`config.mk`:
```
export PLATFORM = sky130hd
export DESIGN_NAME = conv_ch_scheduler_flat
export DESIGN_NICKNAME = d
export VERILOG_FILES = /design/src/rtl/conv_ch_scheduler_if.sv /design/src/rtl/conv_ch_scheduler.sv /design/src/flat_wrapper.sv
export SDC_FILE = /design/constraint.sdc
export NUM_CORES = 1
export LEC_CHECK = 0
export CAP_MARGIN = 5
export CORE_MARGIN = 3
export CORE_UTILIZATION = 36
export DETAILED_ROUTE_END_ITERATION = 8
export DONT_BUFFER_PORTS = 1
export GPL_TIMING_DRIVEN = 0
export HOLD_SLACK_MARGIN = 0.15
export PLACE_DENSITY = 0.47
export SETUP_SLACK_MARGIN = 0.5
export SLEW_MARGIN = 10
export SYNTH_ARGS = -nofsm -noshare
export SYNTH_HDL_FRONTEND = slang
export SYNTH_SLANG_ARGS = --single-unit
export TNS_END_PERCENT = 50
```
`constraint.sdc`:
```
create_clock -name clk -period 2.8 [get_ports clk]
set_clock_uncertainty 0.2 [all_clocks]
set_input_delay 0.28 -clock clk [delete_from_list [all_inputs] [get_ports clk]]
set_output_delay 0.28 -clock clk [all_outputs]
set_load 0.1 [all_outputs]
```
`src/rtl/conv_ch_scheduler_if.sv`:
```
// Bundle between the layer controller / datapath side and conv_ch_scheduler.
// Widths follow the same parameters as the scheduler so both ends agree.
interface conv_ch_scheduler_if #(
  parameter int data_width = 16,
  parameter int w_width    = 16,
  parameter int map_width  = 28,
  parameter int out_ch     = 16
);
  localparam int chw = (out_ch > 1) ? $clog2(out_ch) : 1;
  localparam int rcw = $clog2(map_width - 4);
  localparam int kw  = w_width + data_width + 6;

  logic                  start;
  logic                  busy;
  logic                  done;
  logic [chw-1:0]        w_sel;
  logic                  w_load;
  logic                  stream_start;
  logic                  k_valid;
  logic [kw-1:0]         k_data;
  logic                  res_valid;
  logic [data_width-1:0] res_data;
  logic [chw-1:0]        res_ch;
  logic [rcw-1:0]        res_row;
  logic [rcw-1:0]        res_col;
  logic                  err_overrun;

  modport master (
    output start, k_valid, k_data,
    input  busy, done, w_sel, w_load, stream_start,
           res_valid, res_data, res_ch, res_row, res_col, err_overrun
  );

  modport slave (
    input  start, k_valid, k_data,
    output busy, done, w_sel, w_load, stream_start,
           res_valid, res_data, res_ch, res_row, res_col, err_overrun
  );
endinterface

```
`src/rtl/conv_ch_scheduler.sv`:
```
// Sequences a shared 4-in 5x5 conv datapath over out_ch output channels and
// requantises/tags its outputs. Optional CONV_SCHED_RELU_EN clamps results to >= 0.
module conv_ch_scheduler #(
  parameter int data_width  = 16,
  parameter int w_width     = 16,
  parameter int map_width   = 28,
  parameter int out_ch      = 16,
  parameter int frac_shift  = 15,
  parameter int load_cycles = 2
) (
  input logic               clk,
  input logic               rst_n,
  conv_ch_scheduler_if.slave bus
);
  localparam int kw   = w_width + data_width + 6;
  localparam int chw  = (out_ch > 1) ? $clog2(out_ch) : 1;
  localparam int rcw  = $clog2(map_width - 4);
  localparam int lcw  = $clog2(load_cycles + 1);
  localparam int side = map_width - 4;

  localparam logic signed [kw-1:0] sat_max = {{(kw-data_width+1){1'b0}}, {(data_width-1){1'b1}}};
  localparam logic signed [kw-1:0] sat_min = {{(kw-data_width+1){1'b1}}, {(data_width-1){1'b0}}};

  typedef enum logic [2:0] {IDLE, LOAD, KICK, STREAM, NEXT, FIN} state_t;

  state_t                state, nstate;
  logic [chw-1:0]        w_sel;
  logic [lcw-1:0]        lcnt;
  logic [rcw-1:0]        row, col;
  logic                  accept, last_beat;
  logic signed [kw-1:0]  shifted;
  logic [data_width-1:0] sat;

  assign accept    = bus.k_valid && (state == STREAM);
  assign last_beat = (row == rcw'(side - 1)) && (col == rcw'(side - 1));
  assign shifted   = $signed(bus.k_data) >>> frac_shift;

  always_ff @(posedge clk or negedge rst_n) begin
    if (!rst_n) state <= IDLE;
    else        state <= nstate;
  end

  always_comb begin
    nstate           = state;
    bus.busy         = 1'b0;
    bus.done         = 1'b0;
    bus.w_load       = 1'b0;
    bus.stream_start = 1'b0;
    case (state)
      IDLE:   if (bus.start) nstate = LOAD;
      LOAD: begin
        bus.busy   = 1'b1;
        bus.w_load = 1'b1;
        if (lcnt == lcw'(load_cycles - 1)) nstate = KICK;
      end
      KICK: begin
        bus.busy         = 1'b1;
        bus.stream_start = 1'b1;
        nstate           = STREAM;
      end
      STREAM: begin
        bus.busy = 1'b1;
        if (accept && last_beat) nstate = NEXT;
      end
      NEXT: begin
        bus.busy = 1'b1;
        nstate   = (w_sel == chw'(out_ch - 1)) ? FIN : LOAD;
      end
      FIN: begin
        bus.done = 1'b1;
        nstate   = IDLE;
      end
      default: nstate = IDLE;
    endcase
  end

  assign bus.w_sel = w_sel;

  // Requantise: arithmetic shift, then clamp to the signed data_width range
  always_comb begin
    if (shifted > sat_max)      sat = {1'b0, {(data_width-1){1'b1}}};
    else if (shifted < sat_min) sat = {1'b1, {(data_width-1){1'b0}}};
    else                        sat = shifted[data_width-1:0];
`ifdef CONV_SCHED_RELU_EN
    if (sat[data_width-1]) sat = '0;
`endif
  end

  always_ff @(posedge clk or negedge rst_n) begin
    if (!rst_n) begin
      w_sel           <= '0;
      lcnt            <= '0;
      row             <= '0;
      col             <= '0;
      bus.err_overrun <= 1'b0;
      bus.res_valid   <= 1'b0;
      bus.res_data    <= '0;
      bus.res_ch      <= '0;
      bus.res_row     <= '0;
      bus.res_col     <= '0;
    end else begin
      lcnt <= (state == LOAD) ? lcnt + 1'b1 : '0;
      if (state == NEXT && nstate == LOAD) w_sel <= w_sel + 1'b1;
      else if (state == FIN)               w_sel <= '0;
      if (state == KICK) begin
        row <= '0;
        col <= '0;
      end else if (accept) begin
        if (col == rcw'(side - 1)) begin
          col <= '0;
          row <= row + 1'b1;
        end else begin
          col <= col + 1'b1;
        end
      end
      if (bus.k_valid && state != STREAM) bus.err_overrun <= 1'b1;
      // Tags come from the pre-increment counters so they name this beat
      bus.res_valid <= accept;
      if (accept) begin
        bus.res_data <= sat;
        bus.res_ch   <= w_sel;
        bus.res_row  <= row;
        bus.res_col  <= col;
      end
    end
  end
endmodule

```
`src/flat_wrapper.sv`:
```
// flat-port wrapper written by rule: the top's interface ports become plain ports
module conv_ch_scheduler_flat 
#(
  parameter int data_width  = 16,
  parameter int w_width     = 16,
  parameter int map_width   = 28,
  parameter int out_ch      = 16,
  parameter int frac_shift  = 15,
  parameter int load_cycles = 2
)
  (clk, rst_n, bus_start, bus_k_valid, bus_k_data, bus_busy, bus_done, bus_w_sel, bus_w_load, bus_stream_start, bus_res_valid, bus_res_data, bus_res_ch, bus_res_row, bus_res_col, bus_err_overrun);
  conv_ch_scheduler_if #(.data_width(data_width), .w_width(w_width), .map_width(map_width), .out_ch(out_ch)) bus_i ();
  input logic clk;
  input logic rst_n;
  input wire logic [$bits(bus_i.start)-1:0] bus_start;
  input wire logic [$bits(bus_i.k_valid)-1:0] bus_k_valid;
  input wire logic [$bits(bus_i.k_data)-1:0] bus_k_data;
  output wire logic [$bits(bus_i.busy)-1:0] bus_busy;
  output wire logic [$bits(bus_i.done)-1:0] bus_done;
  output wire logic [$bits(bus_i.w_sel)-1:0] bus_w_sel;
  output wire logic [$bits(bus_i.w_load)-1:0] bus_w_load;
  output wire logic [$bits(bus_i.stream_start)-1:0] bus_stream_start;
  output wire logic [$bits(bus_i.res_valid)-1:0] bus_res_valid;
  output wire logic [$bits(bus_i.res_data)-1:0] bus_res_data;
  output wire logic [$bits(bus_i.res_ch)-1:0] bus_res_ch;
  output wire logic [$bits(bus_i.res_row)-1:0] bus_res_row;
  output wire logic [$bits(bus_i.res_col)-1:0] bus_res_col;
  output wire logic [$bits(bus_i.err_overrun)-1:0] bus_err_overrun;
  assign bus_i.start = bus_start;
  assign bus_i.k_valid = bus_k_valid;
  assign bus_i.k_data = bus_k_data;
  assign bus_busy = bus_i.busy;
  assign bus_done = bus_i.done;
  assign bus_w_sel = bus_i.w_sel;
  assign bus_w_load = bus_i.w_load;
  assign bus_stream_start = bus_i.stream_start;
  assign bus_res_valid = bus_i.res_valid;
  assign bus_res_data = bus_i.res_data;
  assign bus_res_ch = bus_i.res_ch;
  assign bus_res_row = bus_i.res_row;
  assign bus_res_col = bus_i.res_col;
  assign bus_err_overrun = bus_i.err_overrun;
  conv_ch_scheduler #(.data_width(data_width), .w_width(w_width), .map_width(map_width), .out_ch(out_ch), .frac_shift(frac_shift), .load_cycles(load_cycles)) u_core (.clk(clk), .rst_n(rst_n), .bus(bus_i));
endmodule
```
==> results.md <==
- Status: finished, final reports clean
- First-pass GRT wire length: 9050 um
- Worst-path clk slew: ~0.090 ns
- Hold Crit Depth: 2
- Total wire length: about 5400 um
- EDFF count, synth: 0
- Syn-to-layout area delta: 18.7%
- CTS root buffer: clkbuf_8
- Worst r2r path cells: 3
- Synth Instances: 240
- Setup TNS: 0 ns
- RSZ-0062 raised after global routing: true
- Syn nets: around 290
- CTS Buf Count: 5
- Top FF cell, synth: dfrtp_1
- Placeable Area: around 6100 um2
- Clock Tree Buf Depth: 2
- Clk_lat worst skew: about 0.30 ns
- Crit path launch type: flop
- Critical Path AT: 1.83 ns
- Fmax: between 400 and 500 MHz
- Leakage power: approximately 1.3 nW
- Mapped cell area: between 2000 and 2500 um2
- Antenna Violating Nets Remaining: 0
- I/O Buffers: 0
- Final-stage net count: around 320
- Yosys Warn Count: 0
- Slowest cell delay on critical path: 0.93 ns
- Routability-driven placement congestion ratio: between 0.7 and 0.8
- Total grt overflow: 0
- Area post-placement: ~2400 um2
- Setup Crit Path Kind: reg2out
- Largest net degree at the start of global routing: between 50 and 60
- Crit path time final: around 2.3 ns
- Die Span X: approximately 86 um
- Critical-path cell list: buf_4 > nor2_1 > xnor2_2
- Sequential-to-total area share from yosys stat: 55.0%
- Die outline height: approximately 86 um
- Crit path max fanout: 10
- Pre-antenna DRT Iters: 4
- Max Slew Vio Count: 0
- Worst-Margin Slew: between 1 and 1.5 ns
- Yosys reg bits: 51
- Final HPWL from detailed placement: around 3700 um
- Worst path slowest cell: xnor2_2
- Area share of the largest cell type after synthesis: between 50 and 60%
- Hold Path Class: in2reg
- Clock net sink count: 51
- Die ar.: roughly 7400 um2
- Cell taking the most area after synthesis: dfrtp_1
- Synth top cells by count: nand2_1, dfrtp_1, o211ai_1
- Count of cell types in the netlist: 40
- Worst slew margin: 17.8%
- Tcrit/Tclk final: approximately 82%
- Post-synth ARST share: 100%
- I/O pins: slightly above 80
- Peak VDD IR: 0.774 mV
- Share of cells above drive strength 1: ~11%
- Top cells by area, synth: dfrtp_1, nand2_1, o211ai_1, ha_1, nand3_1
- Most numerous cell in the Yosys netlist: nand2_1
- Max-Cap Viols: 0
- PwrDens: between 1000 and 1500 nW/um2
- Initial antenna violation count: 0
- Final hold vios: 0
- Core Rows: 28
- Total track usage: between 15 and 20%
- Vias per cell: between 5 and 6
- Final Setup Violations: 0
- CTS tree: yes
- WL/cell: between 15 and 20 um
- Final Cell Area: between 2000 and 3000 um2
- Vias in the first global route: approximately 1.8k
- ANT cells: 0
- Via count: approximately 1.8k
- Required @ worst endpoint: 2.32 ns
- DRC Markers: 0
- Initial core utilization: a little under two fifths
- Syn avg cell area: about 9.7 um2
- DR iter-0 viols: 100
- H-tree levels: 2
- CP endpoint kind: primary output
==> report_power, final <==
part           leakage, nW  switching, mW  total [mW]  internal [mW]
Sequential           0.650           1.17        2.06          0.890
Combinational        0.567          0.414       0.652          0.238
Clock               0.0371          0.225       0.392          0.167
==> placed cells by master (no fill, tap or decap), drive strengths merged, types with 2 or more instances in the layout <==
master and count:
clkinvlp 2, or3 2, nor3 3, ha 4
nand4b 3, o211ai 15, a211o 2, a21oi 5
buf 13, or4 3, mux2i 3, o21ai 6
inv 2, mux2 2, nand3 10, dlygate4sd3 19
nor2 4, o31ai 3, nand2b 3, nor2b 3
dfrtp 51, clkbuf 9, nand2 82, or3b 3
nor3b 2
==> final timing paths <==
| kind | startpoint | to | slack [ns] |
|---|---|---|---|
| max | u_core.state[1] | bus_busy | 0.49 |
| min | bus_k_data[37] | u_core.bus.res_data[2] | 0.15 |
| max reg2reg | u_core.bus.w_sel[3] | u_core.bus.w_sel[0] | 0.65 |
| min reg2reg | u_core.lcnt[0] | u_core.lcnt[0] | 0.24 |
| max in group asynchronous | rst_n | u_core.bus.w_sel[0] | 1.85 |
| min in group asynchronous | rst_n | u_core.col[2] | 0.30 |
==> what timing repair did <==
item,CTS,global route
gates resized for setup,3,11
endpoints found under the hold margin,74,0
pin swaps,0,0
endpoints found under the setup margin,12,6
setup buffers,0,2
hold buffers,20,0
cloned,0,0
==> routing by layer <==
metal  global-route usage [%]  vias to the layer above  routed length (um)
li1                         -                      879                   -
met1                     19.8                      861                2460
met2                     24.5                       57                2480
met3                     5.51                        5                 436
met4                     5.10                        0                  51
met5                        0                        -                   0
==> flip-flops by register name, indices dropped and copies added, names as in the netlist <==
register,count
u_core.row,5
u_core.bus.err_overrun,1
u_core.bus.res_ch,4
u_core.bus.res_data,16
u_core.bus.w_sel,4
u_core.lcnt,2
u_core.bus.res_row,5
u_core.bus.res_valid,1
u_core.col,5
u_core.state,3
u_core.bus.res_col,5
==> stage by stage <==
stage	worst slack [ns]	total power, mW	std cells	hold slack (ns)	util [%]
after floorplan	0.521	2.51	240	-0.216	-
after global routing	0.424	3.28	343	0.165	45.2
final	0.494	3.11	343	0.150	45.2
after detailed placement	0.316	2.67	315	-0.214	39.7
after CTS	0.331	3.11	341	0.160	44.6
after global placement	0.315	2.66	315	-0.214	39.7
==> kinds of logic (layout without fill, tap and decap cells) <==
logic type / count (synthesis) / count (layout) / share of synthesized area (%)
mux: 5 / 5 / 2.26
xor+xnor: 1 / 1 / 0.377
flops: 51 / 51 / 55.0
fa+ha+maj: 4 / 4 / 2.16
simple gates: 125 / 125 / 25.8
compound gates: 36 / 36 / 10.6
buf+inv: 18 / 46 / 3.77
==> area by class of cell <==
cell class | instances | area [um2]
sequential | 51 | 1280
timing repair buffer | 22 | 233
fill | 599 | 3340
tap | 75 | 93.8
clock buffer | 6 | 72.6
multi-input combinational | 171 | 967
buffer | 13 | 82.6
inverter | 5 | 26.3
==> critical path: cells and delay by family (launching register included) <==
family / cells / cell delay, ns
AND/OR/NAND/NOR: 1 / 0.08
buffers and inverters: 1 / 0.17
XOR/XNOR: 1 / 0.93
flip-flops: 1 / 0.35
Note: power is estimated with default switching activity, not from simulation.
